`config.mk`:
```
export PLATFORM = sky130hd
export DESIGN_NAME = unified_mem_arbiter
export DESIGN_NICKNAME = d
export VERILOG_FILES = /design/src/rtl/unified_mem_arbiter.sv
export SDC_FILE = /design/constraint.sdc
export NUM_CORES = 1
export LEC_CHECK = 0
export BUFFER_PORTS_ARGS = -buffer_cell sky130_fd_sc_hd__buf_2
export CAP_MARGIN = 5
export CORE_AREA = 2 2 118 120
export DETAILED_ROUTE_END_ITERATION = 10
export DIE_AREA = 0 0 120 122
export PLACE_DENSITY = 0.74
export SYNTH_ARGS = -nofsm -noshare
export SYNTH_HDL_FRONTEND = slang
export SYNTH_SLANG_ARGS = --single-unit
```
`constraint.sdc`:
```
create_clock -name clk -period 1.8 [get_ports clk]
set_input_delay 0.09 -clock clk [delete_from_list [all_inputs] [get_ports clk]]
set_output_delay 0.09 -clock clk [all_outputs]
set_load 0.01 [all_outputs]
```
`src/rtl/unified_mem_arbiter.sv`:
```
// Arbitrates one single-ported memory between instruction fetch and load/store,
// data first; holds the pipeline with pipe_stall until each pending access completes.
module unified_mem_arbiter #(
  parameter int ADDR_WIDTH     = 32,
  parameter int DATA_WIDTH     = 32,
  parameter int TIMEOUT_CYCLES = 255,
  parameter int TO_WIDTH       = 8
) (
  input  logic                  clk,
  input  logic                  reset,
  input  logic                  if_req,
  input  logic [ADDR_WIDTH-1:0] if_addr,
  output logic [DATA_WIDTH-1:0] if_rdata,
  input  logic                  dm_read,
  input  logic                  dm_write,
  input  logic [ADDR_WIDTH-1:0] dm_addr,
  input  logic [DATA_WIDTH-1:0] dm_wdata,
  output logic [DATA_WIDTH-1:0] dm_rdata,
  output logic                  mem_req,
  output logic                  mem_we,
  output logic [ADDR_WIDTH-1:0] mem_addr,
  output logic [DATA_WIDTH-1:0] mem_wdata,
  input  logic [DATA_WIDTH-1:0] mem_rdata,
  input  logic                  mem_ack,
  output logic                  pipe_stall,
  output logic                  bus_err
);

  typedef enum logic [1:0] {IDLE, DATA, FETCH} state_t;

  localparam logic [ADDR_WIDTH-1:0] WORD_MASK = ~ADDR_WIDTH'(3);

  state_t                state_q, state_d;
  logic                  mem_req_q, mem_req_d;
  logic                  mem_we_q, mem_we_d;
  logic [ADDR_WIDTH-1:0] mem_addr_q, mem_addr_d;
  logic [DATA_WIDTH-1:0] mem_wdata_q, mem_wdata_d;
  logic [DATA_WIDTH-1:0] if_rdata_q, if_rdata_d;
  logic [DATA_WIDTH-1:0] dm_rdata_q, dm_rdata_d;
  logic                  bus_err_q, bus_err_d;
  logic                  d_done_q, d_done_d;
  logic                  i_done_q, i_done_d;
  logic [TO_WIDTH-1:0]   to_cnt_q, to_cnt_d;

  logic                  dm_req;
  logic                  timeout;
  logic [DATA_WIDTH-1:0] rdata_v;

  assign dm_req     = dm_read | dm_write;
  assign pipe_stall = (dm_req & ~d_done_q) | (if_req & ~i_done_q);
  assign timeout    = (TIMEOUT_CYCLES != 0) && (to_cnt_q == TO_WIDTH'(TIMEOUT_CYCLES));
  // A timed-out access returns zero, so an aborted fetch decodes as a NOP.
  assign rdata_v    = mem_ack ? mem_rdata : '0;

  always_comb begin
    state_d     = state_q;
    mem_req_d   = mem_req_q;
    mem_we_d    = mem_we_q;
    mem_addr_d  = mem_addr_q;
    mem_wdata_d = mem_wdata_q;
    if_rdata_d  = if_rdata_q;
    dm_rdata_d  = dm_rdata_q;
    bus_err_d   = bus_err_q;
    d_done_d    = d_done_q;
    i_done_d    = i_done_q;
    to_cnt_d    = to_cnt_q;

    if (!pipe_stall) begin
      d_done_d = 1'b0;
      i_done_d = 1'b0;
    end

    case (state_q)
      IDLE: begin
        to_cnt_d = '0;
        if (dm_req && !d_done_q) begin
          state_d     = DATA;
          mem_req_d   = 1'b1;
          mem_we_d    = dm_write;
          mem_addr_d  = dm_addr & WORD_MASK;
          mem_wdata_d = dm_wdata;
          if (dm_addr[1:0] != 2'b00) bus_err_d = 1'b1;
        end else if (if_req && !i_done_q) begin
          state_d    = FETCH;
          mem_req_d  = 1'b1;
          mem_we_d   = 1'b0;
          mem_addr_d = if_addr & WORD_MASK;
        end else begin
          mem_req_d = 1'b0;
        end
      end
      DATA, FETCH: begin
        if (mem_ack || timeout) begin
          state_d   = IDLE;
          mem_req_d = 1'b0;
          to_cnt_d  = '0;
          if (!mem_ack) bus_err_d = 1'b1;
          if (state_q == DATA) begin
            d_done_d = 1'b1;
            if (!mem_we_q) dm_rdata_d = rdata_v;
          end else begin
            i_done_d   = 1'b1;
            if_rdata_d = rdata_v;
          end
        end else begin
          to_cnt_d = to_cnt_q + TO_WIDTH'(1);
        end
      end
      default: state_d = IDLE;
    endcase
  end

  always_ff @(posedge clk) begin
    if (reset) begin
      state_q     <= IDLE;
      mem_req_q   <= 1'b0;
      mem_we_q    <= 1'b0;
      mem_addr_q  <= '0;
      mem_wdata_q <= '0;
      if_rdata_q  <= '0;
      dm_rdata_q  <= '0;
      bus_err_q   <= 1'b0;
      d_done_q    <= 1'b0;
      i_done_q    <= 1'b0;
      to_cnt_q    <= '0;
    end else begin
      state_q     <= state_d;
      mem_req_q   <= mem_req_d;
      mem_we_q    <= mem_we_d;
      mem_addr_q  <= mem_addr_d;
      mem_wdata_q <= mem_wdata_d;
      if_rdata_q  <= if_rdata_d;
      dm_rdata_q  <= dm_rdata_d;
      bus_err_q   <= bus_err_d;
      d_done_q    <= d_done_d;
      i_done_q    <= i_done_d;
      to_cnt_q    <= to_cnt_d;
    end
  end

  assign mem_req   = mem_req_q;
  assign mem_we    = mem_we_q;
  assign mem_addr  = mem_addr_q;
  assign mem_wdata = mem_wdata_q;
  assign if_rdata  = if_rdata_q;
  assign dm_rdata  = dm_rdata_q;
  assign bus_err   = bus_err_q;

endmodule
```
# After elaboration in Yosys (flattened, before gate mapping)
# Cells that the tools add are included.
# op_classes
addsub,1
mul,0
div_mod_pow,0
magnitude_cmp,0
n_eq_ne,8
shifts,0
n_mux,28
n_bitwise,8
n_reduce_logical,17
# op_table
cell,n
two-way mux 32 bit,3
two-way mux 1 bit,17
case mux 8 bit (2 select lines),1
adder 8 x 1 -> 8 bit (second input constant),1
equality test 8 bit (second input constant),1
two-way mux 8 bit,1
!= test 2 bit (second input constant),4
AND reduction 2 bit,4
two-way mux 2 bit,3
nonzero test 2 bit,3
AND reduction 5 bit,1
NOT 1 bit,4
case mux 1 bit (2 select lines),2
case mux 2 bit (2 select lines),1
AND reduction 4 bit,1
!= test 3 bit (second input constant),1
AND reduction 3 bit,1
bitwise AND 1 bit,2
equality test 2 x 1 -> 1 bit (second input constant),1
equality test 2 bit (second input constant),1
logical AND 1 bit,2
logical NOT 1 bit,2
logical NOT 2 bit,1
OR 1 bit,2
other kinds (2),2
# totals
ff_bits,143
latch_bits,0
ram_bits,0
mem_bits_ro,0
inputBits,134
wordCells,73
mem_count,0

# Longest topological paths before layout
# Gate-level depths: netlist (run 1).
# logic_depth
ltp_word,7
mapped_depth,7

# Worst setup path before layout (run 1)
# OpenSTA, ideal clock, no wires.
# synth_timing
path_type,register to register
from,reg state_q[0]
to,"reg if_rdata_q[10], in the netlist if_rdata[10]"
t_arrival_ns,1.586
path_slack_ns,0.097
stages_incl_launch_ff,8
period_less_slack_ns,1.703
path_cell_list,dfxtp_1 inv_1 ha_1 and2b_4 and2_1 clkbuf_1 buf_2 a32o_1
# synth_between
elab_chain_len,3
word_cells_on_any_way,5
# synth_lines
item,line_no,source
from (decl),33,"state_t state_q, state_d;"
from (signal assigned),127,state_q <= state_d;
equality test 2 x 1 -> 1 bit / equality test 2 bit (equally long branches),"73, 98",
OR reduction 2 bit / NOT 1 bit (equally long branches),-,
AND reduction 3 bit (no source line) (*),-,
to (signal assigned),132,if_rdata_q <= if_rdata_d;
to (decl),38,"logic [DATA_WIDTH-1:0] if_rdata_q, if_rdata_d;"
# Every way passes the cells marked *; elsewhere a longest branch is shown, timed or not.
# A chain may end at the register's enable or synchronous reset.

# Worst setup path in the final report (run 1)
# layout_timing
from,reg state_q[0]
to,"reg if_rdata_q[15], in the netlist if_rdata[15]"
# The elaborated chain is that of the path after synthesis.

==> summary.md, run 1 <==
| Metric | Value |
|---|---|
| Outcome | completed |
| Compound-cell area share of the yosys netlist | 0.227 |
| GPL Wtd Cong | 0.787 |
| Synth Area in Adders | 0.00925 |
| Starting DRT DRC Count | 264 |
| Core area | 13500 um^2 |
| Power density over the cells | 1230 nW/um^2 |
| Slew HR | 0.580 |
| Post-Synth Simple-Gate Area | 0.173 |
| Library cells used by synthesis | 41 |
| WL final | 18900 um |
| Synth top area share | 0.522 |
| Fmax | 597 MHz |
| Gate Count Post-Synth | 616 |
| CTS root buf | clkbuf_16 |
| Mux contribution to synthesized area | 0.00185 |
| Hold-critical path depth | 3 |
| # nets final | 1120 |
| Max VDD drop | 0.000808 V |
| Reg clk slew, reported paths | 60 ps |
| Cell area after layout | 8810 um^2 |
| GR Overflow Total | 0 |
| Die W | 120 um |
| Vias in the first global route | 5992 |
| Initial Util | 0.401 |
| Hold Path End | bus_err$_SDFFE_PP0P_ |
| Via count | 6076 |
| Crit. End Element | flop |
| Pin count of the biggest net entering global routing | 65 |
| Sequential element share of the synthesized area | 0.522 |
| # Post-CTS Setup Buffers | 0 |
| I/O pin total | 266 |
| Fin crit period | 1670 ps |
| R2r setup slk | 130 ps |
| Largest cells by area after synthesis | dfxtp_1 52%, nand2_1 9.0%, a21oi_1 6.4% |
| Largest family of logic cells by synthesized area | compound AO/OA/AOI/OAI gates |
| CP startpoint kind | flop |
| Worst EP arrival | 1970 ps |
| Share of cells above drive strength 1 | 0.323 |
| Worst hold-check path type | primary input to flop |
| Final Power | 10.8 mW |
| First-pass GRT wire length | 29100 um |
| HP Start | dm_addr[0] |
| Area of the die | 14600 um^2 |
| Maximum clock path buffer count | 2 |
| CP required | 2090 ps |
| Total Routing Usage GR | 0.248 |
| Clk_lat worst skew | 410 ps |
| Dpl cell area | 6900 um^2 |
| Initial antenna violation count | 0 |
| Final hold viol count | 0 |
| Crit path kind | flop to flop |
| RSZ-0062 raised after global routing | false |
| CTS Buf Count | 17 |
| Worst Reg-to-Reg Cells | 6 |
| Maximum fanout along the worst path | 32 |
| Worst-Margin Slew | 629 ps |
| R2r startpoint | state_q[0]$_SDFFE_PP0P_ |
| Static leakage | 4.00 nW |
| Synth Warn # | 0 |
| Synth Area per Inst | 8.78 um^2 |
| CTS tree | done |
| Post-DP HPWL | 10900 um |
| Syn-to-layout area delta | 62.9% |
| Row count | 43 |
| RR Endpoint | if_rdata[15]$_SDFFE_PP0P_ |
| Via density | 5.17 |
| PortBufs | 261 |
| H-Tree Depth | 4 |
| Leading area contributor after synthesis | dfxtp_1 |
| Synthesized flop and latch total | 141 |
| Max-Cap Viols | 0 |
| Synth Cell Area | 5410 um^2 |
| Ant. Diodes | 0 |
| Final setup viols | 0 |
| XOR/XNOR Fraction of Synth Area | 0.0113 |
| Setup Skew | 10.1 ps |
| Routed len/inst | 16.1 um |
| Routed Antenna Nets | 0 |
| Iteration count of the initial detailed-routing pass | 5 |
| Sink Count | 141 |
| Residual DRC | 0 |
| Final setup TNS | 0 ps |
| Slew Viols, Final | 0 |
| Crit share post-route | 0.930 |
| Chip height | 122 um |
==> registers in the layout, summed over array words and instances, names as in the netlist <==
register	count
mem_wdata	32
dm_rdata	32
mem_req	1
if_rdata	32
state_q	2
d_done_q	1
to_cnt_q	8
bus_err	1
i_done_q	1
mem_we	1
mem_addr	30
==> critical path, stage by stage (launching register included) <==
cell and delay (ps):
dfxtp_1 380, inv_1 90, ha_4 260, and2b_4 170
and2_1 180, buf_12 180, a32o_1 290
==> power by group <==
part | switching (mW) | internal, mW
clock network | 1.35 | 2.46
registers | 0.261 | 3.65
logic | 1.77 | 1.35
total | 3.38 | 7.46
==> final cells by class <==
type | count | area (um^2)
clock buffer | 18 | 429
clock inverter | 14 | 219
fill | 1074 | 4690
inverter | 4 | 15.0
multi-input combinational | 415 | 2310
sequential | 141 | 2820
tap | 180 | 225
timing repair buffer | 403 | 2790
==> routing by layer <==
metal | up-vias | part of all wire | track usage
met2 | 322 | 0.49 | 0.428
met3 | 46 | 0.096 | 0.0796
li1 | 2903 | - | -
met5 | - | 0 | 0
met1 | 2805 | 0.39 | 0.278
met4 | 0 | 0.027 | 0.117
==> synth_stat cells (all sizes together) <==
cell      n
dfxtp   141
nand2   130
a21oi    71
nor2     44
o21ai    34
a32o     33
nand3    32
a311oi   30
clkbuf   30
buf      27
nand2b    5
ha        4
inv       4
xnor2     4
nor2b     3
xor2      3
a211oi    2
a21o      2
nand4b    2
nor3      2
a22oi     1
a32oi     1
and2      1
and2b     1
and3      1
and4      1
conb      1
mux2i     1
o211ai    1
o21ba     1
o21bai    1
o31ai     1
or3       1
==> worst max path at each step <==
stage | from | end | slack, ps | depth (start not counted)
final | state_q[0]$_SDFFE_PP0P_ | if_rdata[15]$_SDFFE_PP0P_ | 130 | 6
after global routing | state_q[1]$_SDFFE_PP0P_ | if_rdata[0]$_SDFFE_PP0P_ | 50 | 6
after CTS | state_q[0]$_SDFFE_PP0P_ | if_rdata[9]$_SDFFE_PP0P_ | 50 | 6
after detailed placement | state_q[0]$_SDFFE_PP0P_ | if_rdata[9]$_SDFFE_PP0P_ | 70 | 6
after global placement | state_q[0]$_SDFFE_PP0P_ | if_rdata[29]$_SDFFE_PP0P_ | 80 | 6
after floorplan | state_q[0]$_SDFFE_PP0P_ | if_rdata[10]$_SDFFE_PP0P_ | 100 | 7
==> per-stage QoR <==
stage	setup slack, ps	hold slack, ps	instances	utilization
after detailed placement	67.9	337	1018	0.511
after CTS	54.4	25.1	1175	0.652
after floorplan	96.8	226	617	-
final	126	40.6	1175	0.653
after global placement	83.0	331	1018	0.511
after global routing	46.7	41.1	1175	0.653
==> cell usage in the layout, fill, tap and decap left out, types with 4 or more instances in the layout <==
master         count
o21ai_0           33
clkinv_4           5
xnor2_1            4
a32o_1            33
a21oi_1           68
inv_1              4
nand2b_1           5
buf_12             8
nand3_1           32
buf_2            260
a311oi_1          30
dfxtp_1          141
nand2_1          130
dlygate4sd3_1    125
buf_4             10
nor2_1            43
clkbuf_16         17
bufinv_16          5
==> repair_timing <==
item                                   CTS  global route
hold buffers                           125             0
resized for setup                        0             1
setup endpoints to repair                0            32
endpoints found under the hold margin  127             0
==> kinds of logic after synthesis <==
family	Yosys count
buf+inv	61
xor+xnor	7
mux	1
simple gates	223
compound gates	178
fa+ha+maj	4
other cells	1
flops	141
No activity file was read; power rests on OpenSTA's default activity.
==> run 2: changes to the inputs <==
- BUFFER_PORTS_ARGS: -buffer_cell sky130_fd_sc_hd__buf_2 -> unset
- CORE_AREA: 2 2 118 120 -> 2 2 113 115
- DIE_AREA: 0 0 120 122 -> 0 0 115 117
- DONT_BUFFER_PORTS: unset -> 1
- MAX_ROUTING_LAYER: unset -> met4
- PLACE_DENSITY: 0.74 -> 0.6
- SLEW_MARGIN: unset -> 20
==> run 2 against run 1 <==
The run now ends with negative hold slack left. Worst setup slack got worse by 7.5 ps. First-iteration DRC count rose by 10%. Sequential share of layout area rose by 11 points. Cell count fell by 32%. Power fell by 6.8%. Largest cell class unchanged. Highest routed layer unchanged.
==> summary.md, run 2 (synthesized netlist as in run 1, its figures left out) <==
| Metric | Value |
|---|---|
| Final hold viol count | 100 (+100) |
| Residual DRC | 0 (unchanged) |
| Total Routing Usage GR | 0.209 (-0.0392) |
| Multi-input combinational cell area | 2310 um^2 (-0.27%) |
| Starting DRT DRC Count | 291 (+10%) |
| Share of cells above drive strength 1 | 0.0946 (-0.228) |
| Cts hold-fix bufs | 38 (-70%) |
| Chip height | 117 um (-4.1%) |
| Fill cell count | 1122 (+4.5%) |
| Final setup TNS | 0 ps (unchanged) |
| Via density | 5.91 (+14%) |
| Cell area after layout | 6600 um^2 (-25%) |
| Slew Viols, Final | 0 (unchanged) |
| Crit path kind | flop to flop |
| Max-Cap Viols | 0 (unchanged) |
| Clk_lat worst skew | 410 ps (about the same) |
| Violated checks | negative hold slack |
| Fin crit period | 1680 ps (+7.50 ps) |
| Static leakage | 2.45 nW (-39%) |
| Vias in the first global route | 4152 (-31%) |
| Dpl cell area | 5490 um^2 (-20%) |
| Routed len/inst | 18.8 um (+17%) |
| CTS tree | done |
| DR WL met2 | 7170 um (-22%) |
| Initial Util | 0.439 (+0.0388) |
| Crit. End Element | flop |
| Final setup viols | 0 (unchanged) |
| Initial antenna violation count | 0 (unchanged) |
| Worst EP arrival | 1980 ps (about the same) |
| Worst path max stage delay | 320 ps (-60 ps) |
| Maximum fanout along the worst path | 32 (unchanged) |
| Flip-flop and latch area | 2820 um^2 (about the same) |
| Max VDD drop | 0.000941 V (+17%) |
| DR WL met3 | 1470 um (-19%) |
| Highest routed layer | met4 |
| Worst hold-check path type | primary input to flop |
| Crit share post-route | 0.934 (+0.00417) |
| Row count | 41 (-4.7%) |
| Maximum clock path buffer count | 2 (unchanged) |
| Ant. Diodes | 0 (unchanged) |
| Non-Filler Instances | 795 (-32%) |
| H-Tree Depth | 4 (unchanged) |
| Crit-path cells | inv_1 -> ha_2 -> and2b_4 -> and2_1 -> buf_12 -> a32o_1 |
| Setup Skew | 7.55 ps (-2.51 ps) |
| I/O pin total | 266 (unchanged) |
| Fmax | 595 MHz (-0.45%) |
| Syn-to-layout area delta | 22.0% |
| Most frequent cells in the layout | 140 x dfxtp_1, 130 x nand2_1, 67 x a21oi_1 |
| CP startpoint kind | flop |
| CP required | 2100 ps (about the same) |
| Post-DP HPWL | 9680 um (-11%) |
| Via count | 4698 (-23%) |
| PortBufs | 0 (-100%) |
| Post-Route M1 WL | 5930 um (-19%) |
| Hold Slack | -249 ps (-290 ps) |
| Core area | 12300 um^2 (-8.8%) |
| Area of the die | 13500 um^2 (-8.1%) |
| Pin count of the biggest net entering global routing | 104 (+60%) |
| RSZ-0062 raised after global routing | false |
| Routed Antenna Nets | 0 (unchanged) |
| # placed instances | 722 (-29%) |
| CTS root buf | clkbuf_16 |
| Most common cell after layout, fill and taps aside | dfxtp_1 |
| Reg clk slew, reported paths | 60 ps (about the same) |
| Sink Count | 141 (unchanged) |
| Die W | 115 um (-4.2%) |
| Worst path slowest cell | dfxtp_1 |
| # nets final | 770 (-31%) |
| Power density over the cells | 1530 nW/um^2 (+24%) |
| GR Overflow Total | 0 (unchanged) |
| CTS Buf Count | 17 (unchanged) |
| WL final | 14900 um (-21%) |
| GPL Wtd Cong | 0.832 (+5.7%) |
| Outcome | finished with violations |
| Iteration count of the initial detailed-routing pass | 7 (+2) |
| First-pass GRT wire length | 21100 um (-27%) |
-- run 2: cell type report --
type	count	share of cell area
clock buffer	20	0.0692
clock inverter	12	0.0313
inverter	4	0.00227
multi-input combinational	415	0.350
sequential	141	0.428
tap	150	0.0284
timing repair buffer	53	0.0914
-- run 2: through the flow --
step	hold WS [ps]	power (mW)	util	worst slack [ps]
2_1_floorplan	226	5.63	-	96.8
3_3_place_gp	173	6.00	0.446	89.9
3_5_place_dp	171	6.09	0.446	46.1
4_1_cts	-267	10.1	0.532	33.1
5_1_grt	-270	10.6	0.536	43.2
6_report	-249	10.1	0.536	118
-- run 2: critical path: cells and delay by family, from the launching register on --
kind                     cells  cell delay, ps
buffers and inverters        2             280
adder cells (fa/ha/maj)      1             320
AO/OA/AOI/OAI                1             280
AND/OR/NAND/NOR              2             370
flip-flops                   1             320
-- run 2: where the power goes --
part | internal [mW] | switching (mW) | leakage [nW] | total (mW)
clock | 2.55 | 1.32 | 0.322 | 3.87
sequential | 3.65 | 0.628 | 1.16 | 4.28
combinational | 0.818 | 1.14 | 0.972 | 1.96
total | 7.02 | 3.09 | 2.45 | 10.1
-- run 2: final timing paths --
kind | start | cells past startpoint | slack, ps | end
min reg2reg | mem_wdata[26]$_SDFFE_PP0P_ | 2 | 500 | mem_wdata[26]$_SDFFE_PP0P_
max reg2reg | state_q[1]$_SDFFE_PP0P_ | 6 | 120 | if_rdata[19]$_SDFFE_PP0P_
min | reset | 1 | -250 | mem_addr[11]$_SDFFE_PP0P_
max | state_q[1]$_SDFFE_PP0P_ | 6 | 120 | if_rdata[19]$_SDFFE_PP0P_
-- run 2: repair_timing --
| action | in CTS | in global routing |
|---|---|---|
| endpoints found under the hold margin | 133 | 100 |
| gates resized for setup | 0 | 3 |
| setup endpoints to repair | 0 | 47 |
| buffers inserted | 0 | 2 |
-- run 2: per-layer routing --
metal | global-route usage | vias up
met5 | - | -
met4 | 0.100 | 0
met3 | 0.0788 | 31
met2 | 0.331 | 238
met1 | 0.234 | 2229
li1 | - | 2200
